==> src/rtl/piso_seq_pkg.sv <==
// Shared types and constants for the parallel-in/serial-out select sequencer.
// The select ordering helpers let the top and counter agree on the first/last mux position.
package piso_seq_pkg;

    localparam int WORD_W = 8;
    localparam int SEL_W  = 3;

    typedef enum logic [1:0] {
        IDLE  = 2'd0,
        SHIFT = 2'd1,
        DONE  = 2'd2
    } state_t;

    function automatic logic [2:0] sel_first(input logic msb_first);
        return msb_first ? 3'd7 : 3'd0;
    endfunction

    function automatic logic [2:0] sel_last(input logic msb_first);
        return msb_first ? 3'd0 : 3'd7;
    endfunction

endpackage

==> src/rtl/sel_counter3.sv <==
// 3-bit up/down select counter with synchronous load and enable.
// o_at_last flags the final mux position so the FSM can leave SHIFT without wrapping.
module sel_counter3 #(
    parameter logic [2:0] RST_VAL  = 3'd0,
    parameter logic [2:0] LAST_VAL = 3'd7,
    parameter bit         DOWN     = 1'b0
) (
    input  logic       clk,
    input  logic       rst_n,
    input  logic       i_load,
    input  logic [2:0] i_load_val,
    input  logic       i_en,
    output logic [2:0] o_sel,
    output logic       o_at_last
);

    logic [2:0] r_sel;

    // Load wins over enable so a new word always restarts at the first position.
    always_ff @(posedge clk) begin
        if (!rst_n) begin
            r_sel <= RST_VAL;
        end else if (i_load) begin
            r_sel <= i_load_val;
        end else if (i_en) begin
            r_sel <= DOWN ? (r_sel - 3'd1) : (r_sel + 3'd1);
        end
    end

    assign o_sel     = r_sel;
    assign o_at_last = (r_sel == LAST_VAL);

endmodule

==> src/rtl/piso_sel_sequencer.sv <==
// Holds a parallel word on the 8:1 mux data inputs and walks the select through all positions,
// turning mux Y into a serial stream with valid/last flags and an end-of-word done pulse.
module piso_sel_sequencer #(
    parameter int WIDTH     = 8,
    parameter int SEL_W     = 3,
    parameter bit MSB_FIRST = 1'b0
) (
    input  logic             clk,
    input  logic             rst_n,
    input  logic             i_load_valid,
    output logic             o_load_ready,
    input  logic [WIDTH-1:0] i_load_data,
    input  logic             i_step_en,
    output logic [WIDTH-1:0] o_d_out,
    output logic [SEL_W-1:0] o_sel,
    output logic             o_ser_valid,
    output logic             o_ser_last,
    output logic             o_done
);

    import piso_seq_pkg::*;

    // The mux is fixed at 8:1, so any other geometry is a build error.
    if (WIDTH != piso_seq_pkg::WORD_W || SEL_W != piso_seq_pkg::SEL_W) begin : g_param_check
        $error("piso_sel_sequencer supports only WIDTH=8, SEL_W=3");
    end

    localparam logic [2:0] SEL_FIRST = sel_first(MSB_FIRST);
    localparam logic [2:0] SEL_LAST  = sel_last(MSB_FIRST);

    state_t           r_state;
    state_t           w_next_state;
    logic [WIDTH-1:0] r_d_out;
    logic             w_accept;
    logic             w_load;
    logic             w_step;
    logic             w_at_last;
    logic [2:0]       w_sel;

    assign o_load_ready = (r_state != SHIFT);
    assign w_accept     = i_load_valid && o_load_ready;

    always_ff @(posedge clk) begin
        if (!rst_n) begin
            r_state <= IDLE;
        end else begin
            r_state <= w_next_state;
        end
    end

    // DONE accepts directly into SHIFT so back-to-back words cost 9 cycles each.
    always_comb begin
        w_next_state = r_state;
        w_load       = 1'b0;
        w_step       = 1'b0;
        case (r_state)
            IDLE: begin
                if (w_accept) begin
                    w_load       = 1'b1;
                    w_next_state = SHIFT;
                end
            end
            SHIFT: begin
                if (i_step_en) begin
                    if (w_at_last) begin
                        w_next_state = DONE;
                    end else begin
                        w_step = 1'b1;
                    end
                end
            end
            DONE: begin
                if (w_accept) begin
                    w_load       = 1'b1;
                    w_next_state = SHIFT;
                end else begin
                    w_next_state = IDLE;
                end
            end
            default: begin
                w_next_state = IDLE;
            end
        endcase
    end

    always_ff @(posedge clk) begin
        if (!rst_n) begin
            r_d_out <= '0;
        end else if (w_load) begin
            r_d_out <= i_load_data;
        end
    end

    sel_counter3 #(
        .RST_VAL  (SEL_FIRST),
        .LAST_VAL (SEL_LAST),
        .DOWN     (MSB_FIRST)
    ) u_sel_counter (
        .clk        (clk),
        .rst_n      (rst_n),
        .i_load     (w_load),
        .i_load_val (SEL_FIRST),
        .i_en       (w_step),
        .o_sel      (w_sel),
        .o_at_last  (w_at_last)
    );

    assign o_d_out     = r_d_out;
    assign o_sel       = w_sel;
    assign o_ser_valid = (r_state == SHIFT);
    assign o_ser_last  = (r_state == SHIFT) && w_at_last;
    assign o_done      = (r_state == DONE);

endmodule

==> config.mk <==
export PLATFORM = sky130hd
export DESIGN_NAME = piso_sel_sequencer
export DESIGN_NICKNAME = d
export VERILOG_FILES = /design/src/rtl/piso_seq_pkg.sv /design/src/rtl/sel_counter3.sv /design/src/rtl/piso_sel_sequencer.sv
export SDC_FILE = /design/constraint.sdc
export NUM_CORES = 1
export LEC_CHECK = 0
export CORE_ASPECT_RATIO = 0.9
export CORE_UTILIZATION = 37
export DETAILED_ROUTE_END_ITERATION = 6
export GPL_ROUTABILITY_DRIVEN = 0
export PLACE_DENSITY = 0.75
export SYNTH_ARGS = -nofsm -noshare
export SYNTH_HDL_FRONTEND = slang
export SYNTH_SLANG_ARGS = --single-unit
export TNS_END_PERCENT = 1
==> constraint.sdc <==
create_clock -name clk -period 1.7 [get_ports clk]
set_clock_uncertainty 0.05 [all_clocks]
set_input_delay 0.17 -clock clk [delete_from_list [all_inputs] [get_ports clk]]
set_output_delay 0.17 -clock clk [all_outputs]
set_load 0.005 [all_outputs]
==> reports/metrics.cfg <==
[status]
outcome=finished, final reports clean

[clock_network]
post_cts_buffers=0
htree_levels=1
hold_buffers=0
cts_made_buffers=3
clock_path_buffers=2
cts_resized=3
clock_latency_ns=0.27
cts_sinks=13
cts_root_buf=clkbuf_4
cts_tree=done
clkTransAtPathRegs_ns=0.08

[route]
antenna_left=0
post_drt_wl_per_cell_um=11.24
drc=0
first_pass_iters=4
drt_iter0_drc=7
detail_route.vias_per_cell=4.683
vias=473
wirelength_um=1135

[place]
dp_hpwl_um=824.3
io_buffers=26
dpl_cell_area_um2=807.0

[worst_setup_path]
rrSetupSlack_ns=0.22
end_kind=output pin
worst-setup-path-type=reg2out
cp.arrival_ns=1.40
crit_path_max_fanout=3
cp-start-kind=flip-flop
worst_ep_required_time_ns=1.48

[synth]
yosysUniqueCellTypes=20
synth_area_um2=538.0
synth_seq_cells=13
ys_warn_count=0
synth_area_per_cell_um2=9.119
synth_fp_nets=73
synthCells=59
yosysSeqAreaShare=0.4837

[pwr]
ir_drop_v=0.0004872
leakagePower_nw=0.3371
powerDensity_nw_per_um2=744.9

[layout]
nets=102
n_fill_cell=120
final-seq-area_um2=262.8
layout_commonest_cell=clkdlybuf4s50_1
syn_to_final_growth_pct=55.12
fin_area_um2=834.6
multiInputGateArea_um2=257.7
n_antenna_cell=0
final_cell_mix=clkdlybuf4s50_1 (25), nand2_1 (17), dfxtp_1 (11)
drive_gt1_frac=0.09195

[floorplanning]
fp.dieW_um=42.20
row_count=12
fp.dieH_um=38.18
start_util=0.4167
io_pins=27
dieArea_um2=1611
fp.coreArea_um2=1291

[sta]
whs_ns=0.4043
fmax_mhz=617.8
finalSetupViolations=0
slew_violations=0
slew_headroom=0.7671
setup_tns_ns=0
rsz0062_at_grt=no
worst_pin_slew_ns=0.3493
finalHoldViolCount=0
fin_crit_sh=0.9521
fin_crit_ns=1.619

[worst_hold_path]
hold_path.class=in2reg

[global_route]
grt_overflow=0
track_usage=0.1634
antenna_found_initial=0
grt_pass1_wl_um=1876
grt_pass1_vias=416
grt_max_degree=12

[run]
drv_cap=0

## cells by family (layout without fill, tap and decap cells)
kind of cell | count (synthesis) | after routing | share of synthesized area
and+or+nand+nor | 27 | 27 | 0.2442
DFF | 13 | 13 | 0.4837
AOI/OAI and AO/OA | 10 | 10 | 0.1349
buffers and inverters | 4 | 32 | 0.03719
adders and majority gates | 2 | 2 | 0.04650
muxes | 2 | 2 | 0.03721
xor gates and xnor gates | 1 | 1 | 0.01628
## power breakdown
part           switching [mW]  leakage (nW)  total [mW]  internal, mW
registers             0.00890         0.107       0.328         0.319
logic                  0.0380         0.215       0.106        0.0684
clock network          0.0962        0.0150       0.187        0.0909
## registers in the layout (all words and copies together), names as in the netlist
name and cells:
o_d_out 8, u_sel_counter.o_sel 3, r_state 2
## layout make-up
| cell class | instances | share of cell area |
|---|---|---|
| clock buffer | 4 | 0.03148 |
| inverter | 1 | 0.004498 |
| multi-input combinational | 42 | 0.3088 |
| sequential | 13 | 0.3148 |
| tap | 14 | 0.02099 |
| timing repair buffer | 27 | 0.3193 |
## metrics by stage
stage / util / setup WS [ns] / power [mW] / std cells
2_1_floorplan: - / 0.2636 / 0.3776 / 59
3_5_place_dp: 0.6250 / 0.1509 / 0.4419 / 97
5_1_grt: 0.6463 / 0.005222 / 0.6634 / 101
4_1_cts: 0.6463 / 0.06745 / 0.6338 / 101
3_3_place_gp: 0.6250 / 0.1995 / 0.4405 / 97
6_report: 0.6463 / 0.08148 / 0.6216 / 101
## per-layer routing
metal / up-vias / track usage / wire length (µm)
met5: - / 0 / 0
met4: 0 / 0.04688 / 0
met3: 0 / 0.07547 / 84
met2: 22 / 0.2692 / 537
met1: 203 / 0.1930 / 514
li1: 248 / - / -
## Yosys cell counts (all sizes together)
cell type	number	share of area
inv	1	0.0070
a21boi	8	0.11
nand2	17	0.12
nand2b	2	0.028
ha	2	0.047
nor2	3	0.021
o21a	1	0.014
clkbuf	1	0.0070
dfxtp	13	0.48
and4bb	1	0.030
and3	1	0.012
nor2b	2	0.023
and2	1	0.012
a21oi	1	0.0093
mux2i	2	0.037
xnor2	1	0.016
buf	2	0.023
## worst paths after layout
kind	from	cells after the start	end
hold reg to reg	o_d_out[4]$_SDFFE_PN0P_	2	o_d_out[4]$_SDFFE_PN0P_
setup reg to reg	u_sel_counter.o_sel[0]$_SDFFE_PP0P_	5	u_sel_counter.o_sel[1]$_SDFFE_PP0P_
setup / recovery	u_sel_counter.o_sel[0]$_SDFFE_PP0P_	4	o_ser_last
hold / removal	i_load_data[0]	3	o_d_out[0]$_SDFFE_PN0P_
## worst max-delay path, cell delays in order, from the launching register on
cell	delay, ns
dfxtp_2	0.34
ha_1	0.19
ha_1	0.20
and2_1	0.15
dlygate4sd2_1	0.26
No activity file was read; power rests on OpenSTA's default activity.
